===== src/rtl/array_lane_fifo.sv =====
// Valid/ready FIFO carrying LANES x WIDTH words with per-lane write masking,
// optional lane reversal on output, a packed output view, occupancy and flush.

module array_lane_fifo_lane #(
    parameter int WIDTH = 2
) (
    input  logic [WIDTH-1:0] wr_lane,
    input  logic             wr_keep,
    output logic [WIDTH-1:0] wr_masked,
    input  logic [WIDTH-1:0] rd_lane,
    input  logic             rd_valid,
    output logic [WIDTH-1:0] rd_out
);
    assign wr_masked = wr_lane & {WIDTH{wr_keep}};
    // Output is forced to zero whenever no head word is presented.
    assign rd_out    = rd_lane & {WIDTH{rd_valid}};
endmodule

module array_lane_fifo #(
    parameter int LANES   = 4,
    parameter int WIDTH   = 2,
    parameter int DEPTH   = 4,
    parameter int REVERSE = 0
) (
    input  logic                       clk,
    input  logic                       rst,
    input  logic                       flush,
    input  logic                       in_valid,
    output logic                       in_ready,
    input  logic [WIDTH-1:0]           in_data [LANES],
    input  logic [LANES-1:0]           in_mask,
    output logic                       out_valid,
    input  logic                       out_ready,
    output logic [WIDTH-1:0]           out_data [LANES],
    output logic [LANES*WIDTH-1:0]     out_packed,
    output logic [$clog2(DEPTH+1)-1:0] count
);
    localparam int AW = $clog2(DEPTH);
    localparam int CW = $clog2(DEPTH+1);

    typedef logic [LANES-1:0][WIDTH-1:0] word_t;

    word_t          mem [DEPTH];
    word_t          wr_word;
    word_t          head;
    logic [AW-1:0]  wr_ptr;
    logic [AW-1:0]  rd_ptr;
    logic           push;
    logic           pop;
    logic           clr;

    // Handshake flags come only from registered count, so no in->out comb paths.
    assign in_ready  = (count != CW'(DEPTH));
    assign out_valid = (count != '0);
    assign push      = in_valid && in_ready;
    assign pop       = out_valid && out_ready;
    assign clr       = rst || flush;
    assign head      = mem[rd_ptr];

    for (genvar i = 0; i < LANES; i++) begin : g_lane
        localparam int SRC = (REVERSE != 0) ? (LANES - 1 - i) : i;
        array_lane_fifo_lane #(.WIDTH(WIDTH)) u_lane (
            .wr_lane   (in_data[i]),
            .wr_keep   (in_mask[i]),
            .wr_masked (wr_word[i]),
            .rd_lane   (head[SRC]),
            .rd_valid  (out_valid),
            .rd_out    (out_data[i])
        );
        assign out_packed[i*WIDTH +: WIDTH] = out_data[i];
    end

    always_ff @(posedge clk) begin
        if (push && !clr)
            mem[wr_ptr] <= wr_word;
    end

    always_ff @(posedge clk) begin
        if (clr) begin
            wr_ptr <= '0;
            rd_ptr <= '0;
            count  <= '0;
        end else begin
            if (push)
                wr_ptr <= wr_ptr + 1'b1;
            if (pop)
                rd_ptr <= rd_ptr + 1'b1;
            case ({push, pop})
                2'b10:   count <= count + 1'b1;
                2'b01:   count <= count - 1'b1;
                default: count <= count;
            endcase
        end
    end
endmodule


===== config.mk =====
export PLATFORM = sky130hd
export DESIGN_NAME = array_lane_fifo
export DESIGN_NICKNAME = d
export VERILOG_FILES = /design/src/rtl/array_lane_fifo.sv
export SDC_FILE = /design/constraint.sdc
export NUM_CORES = 1
export LEC_CHECK = 0
export BUFFER_PORTS_ARGS = -buffer_cell sky130_fd_sc_hd__clkbuf_2
export CORE_AREA = 3 3 63 65
export DETAILED_ROUTE_END_ITERATION = 7
export DIE_AREA = 0 0 66 68
export GPL_TIMING_DRIVEN = 0
export PLACE_DENSITY = 0.76
export SETUP_SLACK_MARGIN = 0.15
export SLEW_MARGIN = 10
export SYNTH_ARGS = -nofsm -noshare
export SYNTH_HDL_FRONTEND = slang
export SYNTH_SLANG_ARGS = --single-unit

===== constraint.sdc =====
create_clock -name clk -period 3.28 [get_ports clk]
set_input_delay 0.656 -clock clk [delete_from_list [all_inputs] [get_ports clk]]
set_output_delay 0.656 -clock clk [all_outputs]
set_load 0.02 [all_outputs]

* After elaboration in Yosys (flattened, before gate mapping)
Memories as Yosys holds them, arrays and structs flattened. A register that Yosys moved wholly into a read port is not among the register bits.
Index checks and enable logic that the tools add are counted.
** Storage, ports and cells
- Register bits :: 7
- Memory bits (writable) :: 32
- Input bits :: 17
- Output and inout bits :: 21
- Word-level logic and storage cells :: 31
- Memories kept :: 1
** Memories
- mem :: depth 4, bits a word 8, rd ports 1, clocked after memory_dff 1, wr ports 1, RTL line 43 : word_t mem [DEPTH];
** Cells by class
- Add/sub/neg operators :: 4
- Equality and inequality tests :: 3
- Muxes and demuxes :: 5
- Bitwise gates (word level) :: 8
- Reductions and logical operators :: 7
** Operators by type and width (count)
- bitwise AND 2 bit :: 8
- one-hot mux 3 bit (2 select lines) :: 1
- adder 2 x 1 -> 2 bit, second input constant :: 2
- 2-to-1 mux 2 bit :: 2
- adder 3 x 1 -> 3 bit, second input constant :: 1
- logical AND 1 bit :: 3
- != test 3 bit, second input constant :: 1
- nonzero test 3 bit :: 1
- subtractor 3 x 1 -> 3 bit, second input constant :: 1
- equality test 2 x 1 -> 1 bit, second input constant :: 1
- equality test 2 bit, second input constant :: 1
- 2-to-1 mux 1 bit :: 2
- nonzero test 2 bit :: 1
- zero test 1 bit :: 1
- logical OR 1 bit :: 1

* Longest topological paths before layout
- Depth after elaboration :: 5
- Depth in mapped cells :: 10
- Gate-level depth less buffers :: 9

* By module
A second synthesis with hierarchy kept.
** Second synthesis, totals
- Cell total of the unflattened synthesis :: 119
- Area total of the unflattened synthesis :: 1810.5 um^2
** By module, submodules not included
- array_lane_fifo :: times used 1, cells an instance 103, area each 1710.4 um^2, seq. area each 1141.1 um^2
- array_lane_fifo_lane :: times used 4, cells an instance 4, area each 25.0 um^2, seq. area each 0.0 um^2

* Worst setup path after synthesis
Ideal clock, no wire load.
- Path kind :: register -> register
- Start point :: reg count[2]
- End point :: reg count[2]
- Library setup time :: 0.070 ns
- Data arrival time :: 2.502 ns
- Data required time :: 3.210 ns
- Slack :: 0.708 ns
- Cell stages (with the launch flop) :: 11
- Path buffers :: 1
- Clock period less this slack :: 2.572 ns
- Cell sequence :: dfxtp_1 -> or3b_4 -> and2_4 -> buf_6 -> inv_1 -> ha_1 -> inv_1 -> fa_1 -> xor2_1 -> or3_2 -> a21oi_1
** On the way
- Longest elaborated chain between the ends :: 4
- Elaborated cells between the ends (all ways) :: 10
- Those cells by class :: add/sub: 2; eq/ne: 3; mux: 1; reduce/logical: 4
** RTL lines
- from (decl) :: RTL line 36 : output logic [$clog2(DEPTH+1)-1:0] count
- from (signal assigned) :: RTL line 89 : 2'b10: count <= count + 1'b1;
- from (signal assigned) :: RTL line 90 : 2'b01: count <= count - 1'b1;
- from (signal assigned) :: RTL line 91 : default: count <= count;
- != test 3 bit (*) :: RTL line 53 : assign in_ready = (count != CW'(DEPTH));
- named net in_ready :: RTL line 29 : output logic in_ready,
- logical AND 1 bit (*) :: RTL line 55 : assign push = in_valid && in_ready;
- equality test 2 x 1 -> 1 bit / equality test 2 bit (equally long branches) :: RTL line 88 : case ({push, pop})
- one-hot mux 3 bit (2 select lines) / nonzero test 2 bit (equally long branches)
The timed path passes the listed nets; every way through them passes the cells marked *.
A chain may end at the register's enable or synchronous reset.

* Worst setup path after layout
- Start point :: reg count[1]
- End point :: out out_packed[3]
** On the way
- Longest elaborated chain between the ends :: 2
** RTL lines
- nonzero test 3 bit :: RTL line 54 : assign out_valid = (count != '0);
- bitwise AND 2 bit :: RTL line 16 : assign rd_out = rd_lane & {WIDTH{rd_valid}};
- to (decl) :: RTL line 35 : output logic [LANES*WIDTH-1:0] out_packed,
Every way passes these cells.

==> metrics.md <==
| Metric | Value |
|---|---|
| Status | `finished, final reports clean` |
| Die area | `4490 sq um` |
| Layout area overhead | `15.8%` |
| Post-Route Utilization | `0.622` |
| VDD IR-drop max | `0.252 mV` |
| RSZ-0062 raised after global routing | `no` |
| Hold Buf Count CTS | `0` |
| PwrDens | `426 nW/um^2` |
| Root Buffer | `clkbuf_4` |
| Synth Register Bits | `41` |
| Post-DR vias/cell | `5.00` |
| Max-Slew Margin vs Limit | `0.672` |
| Most frequent cells in the layout | `clkbuf_2, edfxtp_1, dfxtp_1` |
| First-iteration detailed-routing DRC count | `27` |
| Crit. Startpoint | `count[1]` |
| Worst r2r path cells | `10` |
| Post-route DRC violation count | `0` |
| Clock power frac | `0.252` |
| CTS resizes | `0` |
| Worst setup SP type | `flip-flop` |
| Crit Path Max Fanout | `10` |
| Setup_tns | `0 ns` |
| Total clock sinks | `41` |
| CP endpoint kind | `output port` |
| Die W | `66 um` |
| Total Routing Usage GR | `0.162` |
| Synth warnings | `0` |
| WHS Path Cells | `2` |
| Static leakage | `0.000845 uW` |
| Reg2reg setup slack | `0.74 ns` |
| Cells after synthesis | `123` |
| Max-Cap Viols | `0` |
| Clock Skews | `0.00998 ns` |
| Post-CTS Setup Repair Bufs | `0` |
| Die Y | `68 um` |
| H-tree depth | `2` |
| Global-route wire length before repair | `5.15 mm` |
| Slew Viols, Final | `0` |
| Routed len/inst | `14.4 um` |
| Commonest non-fill, non-tap cell in the layout | `clkbuf_2` |
| Slew at the pin closest to its max-slew limit | `0.492 ns` |
| Critical Path Sink | `out_packed[3]` |
| Clock buffer depth | `2` |
| TritonCTS clock tree | `built` |
| Core ar. | `3390 sq um` |
| CP required | `2.62 ns` |
| Sequential power share | `0.634` |
| Largest net degree at the start of global routing | `12` |
| Final Hold Viols | `0` |
| Clock transition at path regs | `0.11 ns` |
| Post-layout min period | `2.66 ns` |
| PortBufs | `37` |
| Antenna diodes | `0` |
| Via total after detailed routing | `1065` |
| Crit Reg-Reg Endpoint | `count[2]` |
| Synth top area cells | `edfxtp_1, dfxtp_1, mux4_2` |
| Vias in the first global route | `1089` |
| Syn avg cell area | `14.8 sq um` |
| FMAX | `376 MHz` |
| Hold WC Path Type | `reg -> reg` |
| Logic gate share of total power | `0.114` |
| Worst Path Arrival | `2.01 ns` |
| Clk_lat worst skew | `0.34 ns` |
| Num CTS Buffers | `5` |
| Top cell type's share of synthesized area | `0.528` |
| Dpl hpwl | `2.25 mm` |
| IO Pins | `38` |
| Area leader, netlist | `edfxtp_1` |
| P_sw | `210 uW` |
| Initial antenna violation count | `0` |
| # nets final | `190` |
| Final Cycle Share | `0.812` |
| Post-synth cell types | `29` |
| WL final | `3.07 mm` |
| Net count after synthesis | `146` |
| Reg2Reg Launch Point | `count[2]` |
| Final setup vio count | `0` |
| GP Congestion | `0.710` |
| DRT Pass-1 Iters | `4` |
| Seq/Total Area, Yosys | `0.627` |
| CP Class | `reg -> out` |
| Switching Share | `0.234` |
| Share of post-route cells with drive strength above 1 | `0.389` |
| Initial core utilization | `0.537` |
| Core Rows | `21` |
| Routed Antenna Nets | `0` |
| Int Power | `688 uW` |
| Remaining Overflow, GRT | `0` |
| Mapped cell area | `1820 sq um` |
==> Yosys cell counts <==
cell type,instances
mux4_2,8
xor2_1,2
ha_1,5
fa_1,1
and2_1,8
inv_1,7
and2b_1,3
and3_1,4
clkbuf_1,2
nand2_1,4
mux2i_1,1
nor2b_1,6
or3b_4,1
and2_4,1
or2_0,1
o31ai_2,1
nor3_1,1
nand4_1,1
or4b_1,1
buf_6,1
or3_2,1
dfxtp_1,9
edfxtp_1,32
a21oi_1,3
buf_4,8
buf_2,2
or3_1,1
nor2_1,4
o21ai_0,4
==> state kept, by name (all words and copies together) (netlist names), named ones only <==
name    flops
mem        32
count       3
rd_ptr      2
wr_ptr      2
==> how the worst min path moves through the flow <==
stage | startpoint | slack, ns | end
after floorplan | rd_ptr[1] | 0.46 | flip-flop
after global placement | rd_ptr[1] | 0.47 | rd_ptr[1]
after detailed placement | rd_ptr[1] | 0.49 | flip-flop
after CTS | rd_ptr[1] | 0.51 | rd_ptr[1]
after global routing | rd_ptr[0] | 0.56 | rd_ptr[0]
final | rd_ptr[1] | 0.51 | rd_ptr[1]
==> kinds of logic after synthesis <==
logic type               share of synthesized area
buffers and inverters                       0.0632
multiplexers                                 0.104
XOR/XNOR                                   0.00962
flip-flops                                   0.627
adder cells (fa/ha/maj)                     0.0454
AO/OA/AOI/OAI                               0.0261
AND/OR/NAND/NOR                              0.124
==> power by group through the flow <==
stage                     sequential, uW  combinational [uW]  clock (uW)
after detailed placement             582                 104           0
after floorplan                      583                67.4           0
after CTS                            570                 104         233
after global placement               581                99.3           0
after global routing                 571                 115         258
final                                570                 102         226
==> layout make-up <==
cell class | count | area, sq um
Clock inverter | 1 | 3.75
Inverter | 7 | 26.3
Tap cell | 46 | 57.6
Buffer | 13 | 88.8
Fill cell | 265 | 1280
Clock buffer | 6 | 41.3
Multi-Input combinational cell | 62 | 564
Sequential cell | 41 | 1140
Timing Repair Buffer | 37 | 185
==> per-layer routing <==
| layer | vias to the layer above | part of all wire | GRT usage |
|---|---|---|---|
| met4 | 0 | 0.020 | 0.0761 |
| met1 | 499 | 0.42 | 0.196 |
| met3 | 8 | 0.062 | 0.0345 |
| li1 | 521 | - | - |
| met5 | - | 0 | 0 |
| met2 | 37 | 0.50 | 0.279 |
==> stage by stage <==
stage / setup slack [ns] / hold slack, ns / power (uW) / cells / cell area, sq um
after floorplan: 0.708 / 0.457 / 650 / 123 / 1820
after global placement: 0.849 / 0.471 / 680 / 206 / 2060
after detailed placement: 0.779 / 0.491 / 686 / 206 / 2060
after CTS: 0.574 / 0.506 / 907 / 213 / 2110
final: 0.618 / 0.509 / 898 / 213 / 2110
after global routing: 0.394 / 0.555 / 944 / 213 / 2110
==> worst max-delay path: stages (launching register included) <==
cell      delay [ns]
dfxtp_1         0.36
nor3_1          0.39
clkbuf_1        0.40
and2b_1         0.25
buf_4           0.12
clkbuf_2        0.14
(Power assumes the default switching activity.)
